===== src/rtl/usbf_dma_pkg.sv =====
// Shared types and limits for the USB function DMA request arbiter.
package usbf_dma_pkg;

  typedef enum logic [1:0] {
    IDLE   = 2'd0,
    BUSY   = 2'd1,
    SETTLE = 2'd2
  } arb_state_e;

  localparam int BURST_MAX_DEF = 16;
  localparam int N_EP_MAX      = 16;

endpackage


===== src/rtl/usbf_rr_pick.sv =====
// Combinational rotate/priority pick over the endpoint request vector.
// USBF_DMA_ARB_FIXED_PRIO_EN: scan from index 0 instead of last_grant+1.
module usbf_rr_pick #(
  parameter int N_EP  = 4,
  parameter int SEL_W = $clog2(N_EP)
) (
  input  logic [N_EP-1:0]  req,
  input  logic [SEL_W-1:0] last_grant,
  input  logic             exclude_en,
  input  logic [SEL_W-1:0] exclude_idx,
  output logic             found,
  output logic [SEL_W-1:0] idx
);

`ifdef USBF_DMA_ARB_FIXED_PRIO_EN
  logic unused_last_grant;
  assign unused_last_grant = ^last_grant;
`endif

  always_comb begin
    int base;
    int j;
    logic [SEL_W-1:0] jj;
    found = 1'b0;
    idx   = '0;
    j     = 0;
    jj    = '0;
`ifdef USBF_DMA_ARB_FIXED_PRIO_EN
    base  = 0;
`else
    base  = int'(last_grant) + 1;
`endif
    // Walk N_EP candidates starting at base, wrapping modulo N_EP.
    for (int k = 0; k < N_EP; k++) begin
      j = base + k;
      if (j >= N_EP) j = j - N_EP;
      jj = SEL_W'(j);
      if (!found && req[jj] && !(exclude_en && (jj == exclude_idx))) begin
        found = 1'b1;
        idx   = jj;
      end
    end
  end

endmodule


===== src/rtl/usbf_dma_arb.sv =====
// Arbitrates endpoint DMA requests onto one master dma_req/dma_ack pair,
// round-robin with bounded bursts (fixed priority with USBF_DMA_ARB_FIXED_PRIO_EN).
module usbf_dma_arb
  import usbf_dma_pkg::*;
#(
  parameter  int N_EP      = 4,
  parameter  int BURST_MAX = BURST_MAX_DEF,
  localparam int SEL_W     = $clog2(N_EP)
) (
  input  logic             clk,
  input  logic             rst,
  input  logic [N_EP-1:0]  ep_dma_req,
  output logic [N_EP-1:0]  ep_dma_ack,
  output logic             dma_req,
  input  logic             dma_ack,
  output logic [SEL_W-1:0] dma_sel,
  output logic             arb_busy
);

  localparam int                CNT_W = $clog2(BURST_MAX + 1);
  localparam logic [CNT_W-1:0]  BM_C  = CNT_W'(BURST_MAX);

  arb_state_e       state_q, state_d;
  logic             dma_req_q, dma_req_d;
  logic [SEL_W-1:0] dma_sel_q, dma_sel_d;
  logic [SEL_W-1:0] last_grant_q, last_grant_d;
  logic [CNT_W-1:0] beat_cnt_q, beat_cnt_d;

  logic [N_EP-1:0]  sel_onehot;
  logic             cur_req, others_req;
  logic             pick_found;
  logic [SEL_W-1:0] pick_idx;

  // In SETTLE the current endpoint is excluded so a forced switch never re-picks it.
  usbf_rr_pick #(.N_EP(N_EP), .SEL_W(SEL_W)) u_pick (
    .req         (ep_dma_req),
    .last_grant  (last_grant_q),
    .exclude_en  (state_q == SETTLE),
    .exclude_idx (dma_sel_q),
    .found       (pick_found),
    .idx         (pick_idx)
  );

  always_comb begin
    sel_onehot = '0;
    for (int i = 0; i < N_EP; i++) sel_onehot[i] = (dma_sel_q == SEL_W'(i));
  end

  assign cur_req    = ep_dma_req[dma_sel_q];
  assign others_req = |(ep_dma_req & ~sel_onehot);

  always_comb begin
    state_d      = state_q;
    dma_req_d    = dma_req_q;
    dma_sel_d    = dma_sel_q;
    last_grant_d = last_grant_q;
    beat_cnt_d   = beat_cnt_q;
    case (state_q)
      IDLE: begin
        if (pick_found) begin
          dma_sel_d    = pick_idx;
          last_grant_d = pick_idx;
          beat_cnt_d   = '0;
          dma_req_d    = 1'b1;
          state_d      = BUSY;
        end
      end
      BUSY: begin
        if (dma_ack) begin
          dma_req_d = 1'b0;
          if (beat_cnt_q != BM_C) beat_cnt_d = beat_cnt_q + CNT_W'(1);
          state_d   = SETTLE;
        end
      end
      SETTLE: begin
        if (cur_req && (beat_cnt_q < BM_C)) begin
          dma_req_d = 1'b1;
          state_d   = BUSY;
        end else if (cur_req && !others_req) begin
          // Burst exhausted but nobody else is waiting: start a fresh burst.
          beat_cnt_d = '0;
          dma_req_d  = 1'b1;
          state_d    = BUSY;
        end else if (pick_found) begin
          dma_sel_d    = pick_idx;
          last_grant_d = pick_idx;
          beat_cnt_d   = '0;
          dma_req_d    = 1'b1;
          state_d      = BUSY;
        end else begin
          state_d = IDLE;
        end
      end
      default: begin
        dma_req_d = 1'b0;
        state_d   = IDLE;
      end
    endcase
  end

  always_ff @(posedge clk or negedge rst) begin
    if (!rst) begin
      state_q      <= IDLE;
      dma_req_q    <= 1'b0;
      dma_sel_q    <= '0;
      last_grant_q <= SEL_W'(N_EP - 1);
      beat_cnt_q   <= '0;
    end else begin
      state_q      <= state_d;
      dma_req_q    <= dma_req_d;
      dma_sel_q    <= dma_sel_d;
      last_grant_q <= last_grant_d;
      beat_cnt_q   <= beat_cnt_d;
    end
  end

  assign ep_dma_ack = ((state_q == BUSY) && dma_ack) ? sel_onehot : '0;
  assign dma_req    = dma_req_q;
  assign dma_sel    = dma_sel_q;
  assign arb_busy   = (state_q != IDLE);

endmodule


===== config.mk =====
export PLATFORM = sky130hd
export DESIGN_NAME = usbf_dma_arb
export DESIGN_NICKNAME = d
export VERILOG_FILES = /design/src/rtl/usbf_dma_pkg.sv /design/src/rtl/usbf_rr_pick.sv /design/src/rtl/usbf_dma_arb.sv
export SDC_FILE = /design/constraint.sdc
export NUM_CORES = 1
export LEC_CHECK = 0
export CAP_MARGIN = 20
export CORE_ASPECT_RATIO = 1.4
export CORE_MARGIN = 2
export CORE_UTILIZATION = 51
export CTS_CLUSTER_SIZE = 10
export DETAILED_ROUTE_END_ITERATION = 8
export PLACE_DENSITY = 0.76
export REMOVE_ABC_BUFFERS = 1
export SYNTH_ARGS = -nofsm -noshare
export SYNTH_HDL_FRONTEND = slang
export SYNTH_SLANG_ARGS = --single-unit
export TNS_END_PERCENT = 10

===== constraint.sdc =====
create_clock -name clk -period 2.19 [get_ports clk]
set_clock_uncertainty 0.1 [all_clocks]
set_input_delay 0.438 -clock clk [delete_from_list [all_inputs] [get_ports clk]]
set_output_delay 0.438 -clock clk [all_outputs]
set_load 0.05 [all_outputs]

Word-level counts from Yosys, hierarchy flattened
Index checks and enable logic that the tools add are counted.

Flip-flop bits (word level): 12. Logic and storage cells: 120.

$add $sub $neg: 9. Magnitude comparators: 10. Equal/unequal tests: 15. Multiplexer cells: 48. Bitwise logic cells: 2. Reductions and logical operators: 31.

Operators by type and width (number): 32-bit by 4-bit >= comparator with 1-bit output (second input constant) (3); 2-bit 2-to-1 mux (16); 5-bit 2-to-1 mux (5); 1-bit 2-to-1 mux (16); 2-bit by 3-bit less-than comparator with 1-bit output (second input constant) (5); 5-bit case mux with 3 select lines (1); 1-bit logical AND (14); 1-bit binary-select mux with 2-bit select (5); 2-bit != test (second input constant) (5); 3-bit by 2-bit adder with 4-bit output (second input constant) (2); 2-bit == test (4); 1-bit zero test (8); 2-bit case mux with 2 select lines (2); 2-bit by 1-bit subtractor with 2-bit output (second input constant) (4); 2-bit == test (second input constant) (3); 2-bit case mux with 3 select lines (1); 5-bit by 1-bit adder with 5-bit output (second input constant) (1); 5-bit less-than comparator (second input constant) (1); 5-bit != test (second input constant) (1); 3-bit by 1-bit adder with 4-bit output (second input constant) (1); 4-bit AND (1); 2-bit by 1-bit == test with 1-bit output (second input constant) (2); 2-bit zero test (2); 4-bit 2-to-1 mux (1); other kinds (10) (11).

Longest topological paths before layout
Gate-level depths: netlist (run 1).

Depth after elaboration: 24. Mapped depth: 10. Gate-level depth less buffers: 8.

Hierarchy
From an unflattened synthesis (run 1), not the netlist that was laid out.

Cell total of the unflattened synthesis: 134. Area, all modules: 1204.9 um^2.

By module, submodules not included: usbf_dma_arb (times used 1, cells an instance 95, area each 884.6 um^2); usbf_rr_pick (times used 1, cells an instance 39, area each 320.3 um^2).

Worst setup path after synthesis (run 1)
No wires, ideal clock.

Kind: flip-flop to output port. From: register dma_sel_q[1] (netlist: dma_sel[1]). To: output ep_dma_ack[2]. Arrival: 2.151 ns. Data required time: 1.652 ns. Setup slack: -0.499 ns. Stages on the path, launching flop included: 5. Path buffers: 2. Cells stage by stage: dfrtp_1 clkbuf_2 buf_4 inv_1 nor3_1.

Cells in the longest elaborated chain, start to end: 2.

RTL lines: from (decl) (line usbf_dma_arb.sv:25) `logic [SEL_W-1:0] dma_sel_q, dma_sel_d;`; from (signal assigned) (line usbf_dma_arb.sv:111) `dma_sel_q <= dma_sel_d;`; 2-bit == test (line usbf_dma_arb.sv:46) `for (int i = 0; i < N_EP; i++) sel_onehot[i] = (dma_sel_q == SEL_W'(i));`; 4-bit 2-to-1 mux (line usbf_dma_arb.sv:117) `assign ep_dma_ack = ((state_q == BUSY) && dma_ack) ? sel_onehot : '0;`; to (decl) (line usbf_dma_arb.sv:13) `output logic [N_EP-1:0] ep_dma_ack,`.

No other way between the ends.

Final worst setup path (run 1)
From: register last_grant_q[1]. To: register beat_cnt_q[4].

Cells in the longest elaborated chain, start to end: 24.

RTL lines: from (decl) (line usbf_dma_arb.sv:26) `logic [SEL_W-1:0] last_grant_q, last_grant_d;`; from (signal assigned) (line usbf_dma_arb.sv:106) `last_grant_q <= SEL_W'(N_EP - 1);`; from (signal assigned) (line usbf_dma_arb.sv:112) `last_grant_q <= last_grant_d;`; 2-bit by 1-bit adder with 3-bit output (*) (line usbf_rr_pick.sv:31) `base = int'(last_grant) + 1;`; parallel branches: the longest is 18 deep, another holds 32-bit by 4-bit >= comparator with 1-bit output; 1-bit 2-to-1 mux (*) (line usbf_rr_pick.sv:38) `if (!found && req[jj] && !(exclude_en && (jj == exclude_idx))) begin`; 5-bit 2-to-1 mux (*); 5-bit 2-to-1 mux (2 in series); 5-bit case mux with 3 select lines (*); to (signal assigned) (line usbf_dma_arb.sv:113) `beat_cnt_q <= beat_cnt_d;`; to (decl) (line usbf_dma_arb.sv:27) `logic [CNT_W-1:0] beat_cnt_q, beat_cnt_d;`.

Every way passes the cells marked *. The select of a mux whose other input is x is not followed. A chain may end at the register's enable or synchronous reset.

==> metrics.md, run 1 <==
| Metric | Value |
|---|---|
| Pre-Repair DR Iteration Count | 4 |
| Slew Limit Fails | 0 |
| CP Max Fanout | 6 |
| Die H | roughly 66 um |
| N_diodes | 0 |
| Largest net degree at the start of global routing | 13 |
| Io pins | 15 |
| TritonCTS clock tree | done |
| Synth top area cells | dfrtp_1 (18%), ha_1 (6.2%), mux4_2 (4.8%), clkbuf_8 (3.9%), dfstp_2 (3.7%) |
| CTS Buffer Depth | 2 |
| WS Path Type | reg2reg |
| Reg power frac | between 10% and 20% |
| CTS root buffer | clkbuf_4 |
| Critical-path cell list | mux4_2 -> o22ai_4 -> a32oi_4 -> buf_6 -> o31ai_4 -> a21oi_1 -> o21ai_1 |
| Int Pwr | about 1600 uW |
| Post-synth EDFFs | 0 |
| FF+latch area | 303 um^2 |
| Vias in the first global route | around 1.6k |
| Layout cells sized above 1 | between 40% and 50% |
| IO Port Bufs | 14 |
| Sw Share | 48.6% |
| F_max | roughly 420 MHz |
| Main synth FF type | dfrtp_1 |
| #FFs+latches synth | 12 |
| Async set or reset register ratio after synthesis | between 90% and 100% |
| Synth top area share | 17.8% |
| Post-route ant nets | 0 |
| PnR worst setup slack | -0.194 ns |
| Pwr Density | between 1500 and 2000 nW/um^2 |
| First-pass GRT wire length | a little over 7000 um |
| Gr usage total | between 20% and 30% |
| Avg Cell Area, Syn | between 8 and 9 um^2 |
| Worst-path clk slew | 0.07 ns |
| CP required | ~2.3 ns |
| Largest delay contributor family on the critical path | compound AO/OA/AOI/OAI gates |
| Clock tree sinks | 12 |
| Most frequent cells after synthesis | inv_1 (12), nand2_1 (12), nor2_1 (11) |
| Routed len/inst | 16.9 um |
| Row cnt | 22 |
| Starting density of the core | 53.8% |
| Synth Instances | between 150 and 200 |
| CORE AREA | between 2000 and 3000 um^2 |
| Slowest-stage cell, CP | dfstp_2 |
| 1st-iter DRT viols | between 40 and 50 |
| Non-filler cells, final | approximately 240 |
| Switch Pwr | about 1500 uW |
| Detailed Route WL | between 4000 and 5000 um |
| Max H-tree Level | 1 |
| Type of the tightest min-delay check | in2async |
| Horiz. Die Dim | 48.4 um |
| Final setup fails | 12 |
| Avg Vias per Cell | between 6 and 7 |
| Violated checks | negative setup slack |
| Peak VDD IR | 1.02 mV |
| Area leader, netlist | dfrtp_1 |
| Tcrit/Tclk final | 109% |
| CTS Hold Bufs | 0 |
| Final Hold Viols | 0 |
| Num CTS Buffers | 3 |
| Clock power share | under 10% |
| Die ar. | 3200 um^2 |
| Syn Std Cell Area | approximately 1400 um^2 |
| Unrepaired setup endpoints after global routing | true |
| Drc violations | 0 |
| Post-placement cell count | 237 |
| Sequential area share after synthesis | between 20 and 25% |
| Crit start category | flop |
| Fin util | about three quarters |
| Number of max-cap violations | 0 |
| Logic gate share of total power | roughly 83% |
| Initial antenna violation count | 0 |
| Rel. slew slack | between 60% and 70% |
| Synthesis-to-finish area growth | 40.0% |
| Fin Setup TNS | -1.73 ns |
| CP arrival | 2.48 ns |
| Total gr overflow | 0 |
| Number of fill cells | roughly 190 |
| P_leak | between 0.0008 and 0.0009 uW |
| Bufs and invs on worst path | 1 |
| Worst Max-Slew Pin Slew | 0.573 ns |
| Synth unique cells | 56 |
| Nets | 222 |
| Via Count | roughly 1.5k |
| Detailed-placement wirelength estimate | 3110 um |
| Outcome | finished, violations left |
| Skew-Pair Late Insertion Delay | 0.27 ns |
| Kind of end point of the critical path | flop |
| Fin crit period | 2.38 ns |
| YS warnings | 0 |
| CP peak stage delay | 0.58 ns |
| Final Wtd Congestion | 0.881 |
| Area of the multi-input gates | roughly 1100 um^2 |
worst paths after layout:
kind / cells after the start / endpoint / slack [ns] / start
setup / recovery: 7 / beat_cnt_q[4] / -0.19 / last_grant_q[1]
setup reg to reg: 7 / beat_cnt_q[4] / -0.19 / last_grant_q[1]
max in group asynchronous: 1 / last_grant_q[0] / 1.19 / rst
hold reg to reg: 1 / dma_req / 0.43 / dma_req
hold / removal: 1 / beat_cnt_q[3] / 0.43 / rst
min in group clk: 1 / dma_req / 0.43 / dma_req
power groups by stage:
stage               Sequential, uW  Combinational [uW]  Clock, uW
floorplan                      573                1080          0
finish                         397                2550        137
global placement               391                2080          0
CTS                            392                2420        140
detailed placement             397                2150          0
global route                   405                2740        151
flip-flops by register name (all words and copies together), names as in the netlist:
name and cells:
dma_sel 2, state_q 2, dma_req 1, beat_cnt_q 5
last_grant_q 2
cells by family after synthesis:
| kind of cell | after synthesis | synth area share (%) |
|---|---|---|
| buffers and inverters | 27 | 13.0 |
| multiplexers | 11 | 10.9 |
| flip-flops | 12 | 21.5 |
| adder cells (fa/ha/maj) | 7 | 6.23 |
| AND/OR/NAND/NOR | 54 | 19.9 |
| XOR/XNOR | 3 | 1.87 |
| AO/OA/AOI/OAI | 49 | 26.6 |
metrics by stage:
step	power (uW)	cell area (um^2)	hold WS, ns	setup WS, ns
2_1_floorplan	1650	1270	0.0424	-0.487
3_3_place_gp	2470	1790	0.401	-0.575
3_5_place_dp	2550	1790	0.413	-0.713
4_1_cts	2950	1920	0.429	-0.173
5_1_grt	3290	1970	0.464	-0.299
6_report	3090	1970	0.428	-0.194
repair_timing:
item | in CTS | in global routing
pin swaps | 9 | 4
setup buffers | 2 | 0
gates resized for setup | 22 | 12
gates cloned | 0 | 0
setup endpoints to repair | 13 | 16
area by class of cell:
| cell class | count | share of cell area, % |
|---|---|---|
| multi-input cells | 124 | 53.7 |
| repair buffers | 54 | 25.0 |
| flip-flops and latches | 12 | 15.4 |
| inverters | 13 | 2.48 |
| well taps | 36 | 2.29 |
| clock buffers | 3 | 1.14 |
placed cells by master (no fill, tap or decap), types with 2 or more instances in the layout:
cell type and instances:
buf_6 3, nand2_1 12, buf_4 39, mux2i_1 4, inv_1 12, o21ai_0 6, dlygate4sd2_1 4, a22o_1 3
nor3_4 2, nand2b_1 3, mux2_2 3, mux4_2 3, ha_1 5, nand3_1 5, nor2b_1 6, and2_1 3
and3b_1 2, a21o_1 4, o211ai_1 4, clkbuf_4 3, nor3b_1 3, buf_12 5, a21oi_1 4, a2bb2oi_1 2
dfrtp_1 10, dfstp_2 2, nor2_2 3, clkdlybuf4s50_1 3, a31oi_1 2, ha_2 2, nor2_1 8, o21ai_1 2
metal layers:
layer	track usage, %	up-vias	share of wire [%]
met5	0	-	0
met4	12.5	0	3.8
met3	2.49	17	3.3
met2	57.5	43	56
met1	29.0	725	37
li1	-	686	-
Power figures use the tool's default switching activity.
==> inputs of run 2 (changes only) <==
--- a/config.mk
+++ b/config.mk
@@ -16,4 +16,4 @@
 export SYNTH_ARGS = -nofsm -noshare
 export SYNTH_HDL_FRONTEND = slang
 export SYNTH_SLANG_ARGS = --single-unit
-export TNS_END_PERCENT = 10
+export TNS_END_PERCENT = 20
==> metrics.md, run 2 (synthesis results as in run 1) <==
| Metric | Value |
|---|---|
| Pre-Repair DR Iteration Count | 4 |
| Via Count | about 1.5k |
| Reg2reg path depth | 7 |
| Starting density of the core | a little over half |
| Tcrit/Tclk final | 109% |
| Crit start category | flop |
| Die ar. | between 3000 and 4000 um^2 |
| CP Max Fanout | 6 |
| Avg Vias per Cell | around 6 |
| Sw Share | around half |
| Die H | between 60 and 70 um |
| TritonCTS clock tree | done |
| Final Wtd Congestion | ~0.88 |
| Vias in the first global route | approximately 1.6k |
| N_diodes | 0 |
| Max H-tree Level | 1 |
| Unrepaired setup endpoints after global routing | true |
| Io pins | 15 |
| Worst-path clk slew | around 0.070 ns |
| Bufs and invs on worst path | 1 |
| Number of max-cap violations | 0 |
| Pwr Density | roughly 1600 nW/um^2 |
| Most flops, register | beat_cnt_q |
| CTS root buffer | clkbuf_4 |
| Detailed-placement wirelength estimate | ~3100 um |
| 1st-iter DRT viols | 49 |
| CTS Buffer Depth | 2 |
| Clock tree sinks | 12 |
| Row cnt | 22 |
| Final setup fails | 12 |
| Setup WS pre-CTS | -0.713 ns |
| Num CTS Buffers | 3 |
| Kind of end point of the critical path | flop |
| CP required | 2.29 ns |
| Largest net degree at the start of global routing | 13 |
| Skew-Pair Late Insertion Delay | ~0.27 ns |
| Slowest-stage cell, CP | dfstp_2 |
| Fin crit period | 2.38 ns |
| Largest delay contributor family on the critical path | compound AO/OA/AOI/OAI gates |
| Peak VDD IR | about 1.0 mV |
| Reg power frac | 12.7% |
| Violated checks | negative setup slack |
| Worst Max-Slew Pin Slew | 0.566 ns |
| Critical Path Start | last_grant_q[1] |
| Detailed Route WL | 4110 um |
| CP Capture Point | beat_cnt_q[4] |
| Routed len/inst | approximately 17 um |
| Switch Pwr | 1510 uW |
| IO Port Bufs | 14 |
| RR Endpoint | beat_cnt_q[4] |
| Total gr overflow | 0 |
| Final Hold Viols | 0 |
| Critical path depth in cells | 7 |
| Pwr Total | a little over 3000 uW |
| Gr usage total | about 28% |
| First-pass GRT wire length | ~7100 um |
| Commonest cells after routing, fill and taps aside | buf_4 (39), inv_1 (12), nand2_1 (12) |
| Nets | approximately 220 |
| Layout cells sized above 1 | 40.8% |
| Int Pwr | 1600 uW |
| CP peak stage delay | just under 0.6 ns |
| CORE AREA | between 2000 and 3000 um^2 |
| Type of the tightest min-delay check | in2async |
| PnR worst setup slack | -0.191 ns |
| Commonest non-fill, non-tap cell in the layout | buf_4 |
| Clock power share | under 10% |
| Largest register FFs | 5 |
| Reg2Reg Setup Slack | -0.19 ns |
| Rel. slew slack | between 60% and 70% |
| Post-route ant nets | 0 |
| Logic gate share of total power | 82.9% |
| Slew Limit Fails | 0 |
| Drc violations | 0 |
| P_leak | just under 0.0009 uW |
| Synthesis-to-finish area growth | 40.5% |
| WS Path Type | reg2reg |
| F_max | 420 MHz |
| Critical-path cell list | mux4_2 -> o22ai_4 -> a32oi_4 -> buf_6 -> o31ai_4 -> a21oi_1 -> o21ai_1 |
| Initial antenna violation count | 0 |
| CP arrival | between 2 and 2.5 ns |
| Horiz. Die Dim | ~48 um |
| Reg-to-Reg Start | last_grant_q[1] |
| Outcome | finished, violations left |
[run 2: cell counts in the layout (fill, tap and decap cells not counted)]
No cell type changed its count.
[run 2: how the worst min path moves through the flow]
stage               slack [ns]       endpoint  cells past startpoint
global route              0.46        dma_req                      1
global placement          0.40        dma_req                      1
floorplan                 0.04  beat_cnt_q[0]                      0
detailed placement        0.41        dma_req                      1
finish                    0.42  beat_cnt_q[3]                      1
CTS                       0.43        dma_req                      1
[run 2: what timing repair did]
action | in CTS | in global routing
setup buffers | 2 | 0
gates resized for setup | 22 | 13
pin swaps | 8 | 8
hold buffers | 0 | 0
cloned | 0 | 0
setup endpoints to repair | 13 | 16
[run 2: routing by layer]
metal	track usage, %	vias up	wire, um
li1	-	684	-
met3	2.49	19	125
met5	0	-	0
met2	57.5	45	2290
met4	12.5	0	171
met1	29.0	730	1520
[run 2: layout make-up]
| class | instances | area, um^2 |
|---|---|---|
| Tap cell | 36 | 45.0 |
| Timing Repair Buffer | 54 | 492 |
| Fill cell | 185 | 639 |
| Clock buffer | 3 | 22.5 |
| Inverter | 13 | 48.8 |
| Multi-Input combinational cell | 124 | 1060 |
| Sequential cell | 12 | 303 |
[run 2: power groups by stage]
stage / logic [uW] / clock network [uW] / registers, uW
6_report: 2580 / 137 / 396
5_1_grt: 2760 / 151 / 405
4_1_cts: 2420 / 140 / 392
3_5_place_dp: 2150 / 0 / 397
3_3_place_gp: 2080 / 0 / 391
2_1_floorplan: 1080 / 0 / 573
[run 2: through the flow]
step           TNS [ns]  utilization (%)  std cells  hold slack [ns]  instance area, um^2
2_1_floorplan     -5.35                -        149           0.0424                 1270
3_3_place_gp      -6.72             68.4        237            0.401                 1790
3_5_place_dp      -7.57             68.4        237            0.413                 1790
4_1_cts           -1.70             73.3        242            0.429                 1920
5_1_grt           -2.95             75.6        242            0.464                 1980
6_report          -1.70             75.6        242            0.424                 1980
==> inputs of run 3 (changes only) <==
--- a/config.mk
+++ b/config.mk
@@ -7,7 +7,7 @@
 export LEC_CHECK = 0
 export CAP_MARGIN = 20
 export CORE_ASPECT_RATIO = 1.4
-export CORE_MARGIN = 2
+export CORE_MARGIN = 8
 export CORE_UTILIZATION = 51
 export CTS_CLUSTER_SIZE = 10
 export DETAILED_ROUTE_END_ITERATION = 8
==> metrics.md, run 3 (synthesis results as in run 1) <==
| Metric | Value |
|---|---|
| Fin crit period | ~2.4 ns |
| RR Endpoint | last_grant_q[0] |
| Pwr Density | 1570 nW/um^2 |
| Unrepaired setup endpoints after global routing | true |
| Commonest cells after routing, fill and taps aside | buf_4 (39), nand2_1 (12), inv_1 (11) |
| Most flops, register | beat_cnt_q |
| Type of the tightest min-delay check | in2async |
| CP Capture Point | last_grant_q[0] |
| IO Port Bufs | 14 |
| Routed len/inst | around 18 um |
| CORE AREA | 2620 um^2 |
| Worst-path clk slew | around 0.080 ns |
| CTS Hold Bufs | 0 |
| PnR worst setup slack | -0.173 ns |
| Vias in the first global route | 1480 |
| Final Hold Viols | 0 |
| Final setup fails | 13 |
| Num CTS Buffers | 3 |
| Row cnt | 22 |
| Kind of end point of the critical path | flop |
| Starting density of the core | 53.8% |
| Reg-to-Reg Start | last_grant_q[1] |
| Via Count | about 1.4k |
| CP arrival | between 2 and 2.5 ns |
| Slowest-stage cell, CP | dfstp_2 |
| 1st-iter DRT viols | between 50 and 60 |
| Gr usage total | 19.4% |
| Die ar. | around 4700 um^2 |
| Commonest non-fill, non-tap cell in the layout | buf_4 |
| Die H | just under 80 um |
| Number of max-cap violations | 0 |
| Drc violations | 0 |
| Detailed-placement wirelength estimate | just over 3000 um |
| WS Path Type | reg2reg |
| Violated checks | negative setup slack |
| Pwr Total | around 3200 uW |
| Rel. slew slack | about 64% |
| Post-placement cell count | between 200 and 250 |
| Synthesis-to-finish area growth | 43.1% |
| Cell area after layout | just over 2000 um^2 |
| Critical-path cell list | mux4_2 -> o22ai_2 -> a32oi_4 -> buf_6 -> o21bai_4 -> a311oi_2 -> a21o_1 |
| Layout cells sized above 1 | 42.3% |
| Largest net degree at the start of global routing | 13 |
| Crit start category | flop |
| Post-route ant nets | 0 |
| Skew-Pair Late Insertion Delay | ~0.28 ns |
| CTS Buffer Depth | 2 |
| Final Wtd Congestion | around 0.92 |
| Slew Limit Fails | 0 |
| Worst Max-Slew Pin Slew | 0.535 ns |
| F_max | 423 MHz |
| Nets | ~220 |
| Non-filler cells, final | between 200 and 250 |
| Avg Vias per Cell | 5.85 |
| Critical Path Start | last_grant_q[1] |
| CP Max Fanout | 5 |
| CTS root buffer | clkbuf_4 |
| N_diodes | 0 |
| CP required | roughly 2.3 ns |
| Placed cell areas | ~1800 um^2 |
| First-pass GRT wire length | about 7000 um |
| Reg2Reg Setup Slack | -0.17 ns |
| Peak VDD IR | between 0.9 and 1 mV |
| Reg2reg path depth | 7 |
| Fin Setup TNS | -1.40 ns |
| Max H-tree Level | 1 |
| Pre-Repair DR Iteration Count | 5 |
| Initial antenna violation count | 0 |
| P_leak | slightly below 0.0009 uW |
| Detailed Route WL | between 4000 and 5000 um |
| Horiz. Die Dim | around 60 um |
| Clock tree sinks | 12 |
| Fin util | 77.0% |
| Tcrit/Tclk final | 108% |
| CP peak stage delay | 0.59 ns |
| TritonCTS clock tree | done |
| Io pins | 15 |
| Total gr overflow | 0 |
| Outcome | finished, violations left |
| Largest register FFs | 5 |
[run 3: cell count changes in the layout (fill, tap and decap cells not counted), moves of 2 or more]
cell | before | now
dfrtp_1 | 10 | 8
ha_4 | 0 | 2
nor2_2 | 3 | 1
dfrtp_2 | 0 | 2
ha_2 | 2 | 0
[run 3: worst min path at each step]
stage | startpoint | end | depth (start not counted)
finish | rst | beat_cnt_q[3] | 1
global route | rst | beat_cnt_q[3] | 1
CTS | rst | beat_cnt_q[3] | 1
detailed placement | dma_req | dma_req | 1
global placement | dma_req | dma_req | 1
floorplan | rst | beat_cnt_q[0] | 0
[run 3: layer usage]
layer | wire, um | up-vias | global-route usage, %
met4 | 206 | 0 | 12.2
met1 | 1580 | 673 | 19.1
met5 | 0 | - | 0
met2 | 2430 | 46 | 35.6
li1 | - | 689 | -
met3 | 153 | 19 | 2.61
[run 3: critical path, delay by kind of cell (launching register included)]
family | cells | cell delay (ns)
AOI/OAI and AO/OA | 5 | 0.92
DFF | 1 | 0.59
muxes | 1 | 0.52
buffers and inverters | 1 | 0.16
[run 3: report_power, final]
group | internal [uW] | leakage, uW | switching (uW)
Sequential | 319 | 0.000149 | 109
Combinational | 1230 | 0.000713 | 1320
Clock | 101 | 0.0000210 | 75.1
Total | 1650 | 0.000883 | 1510
[run 3: what timing repair did]
item / CTS / global route
setup endpoints to repair: 14 / 16
resized for setup: 30 / 9
pin swaps: 12 / 4
buffers inserted: 2 / 0
[run 3: cell type report]
| class | count | area (um^2) |
|---|---|---|
| multi-input combinational | 124 | 1080 |
| fill | 178 | 602 |
| timing repair buffer | 55 | 499 |
| sequential | 12 | 305 |
| inverter | 13 | 48.8 |
| tap | 36 | 45.0 |
| clock buffer | 4 | 36.3 |
[run 3: stage by stage]
stage / hold WS [ns] / setup slack [ns]
2_1_floorplan: 0.0424 / -0.487
3_3_place_gp: 0.395 / -0.674
4_1_cts: 0.412 / -0.112
5_1_grt: 0.452 / -0.240
6_report: 0.403 / -0.173
3_5_place_dp: 0.428 / -0.690
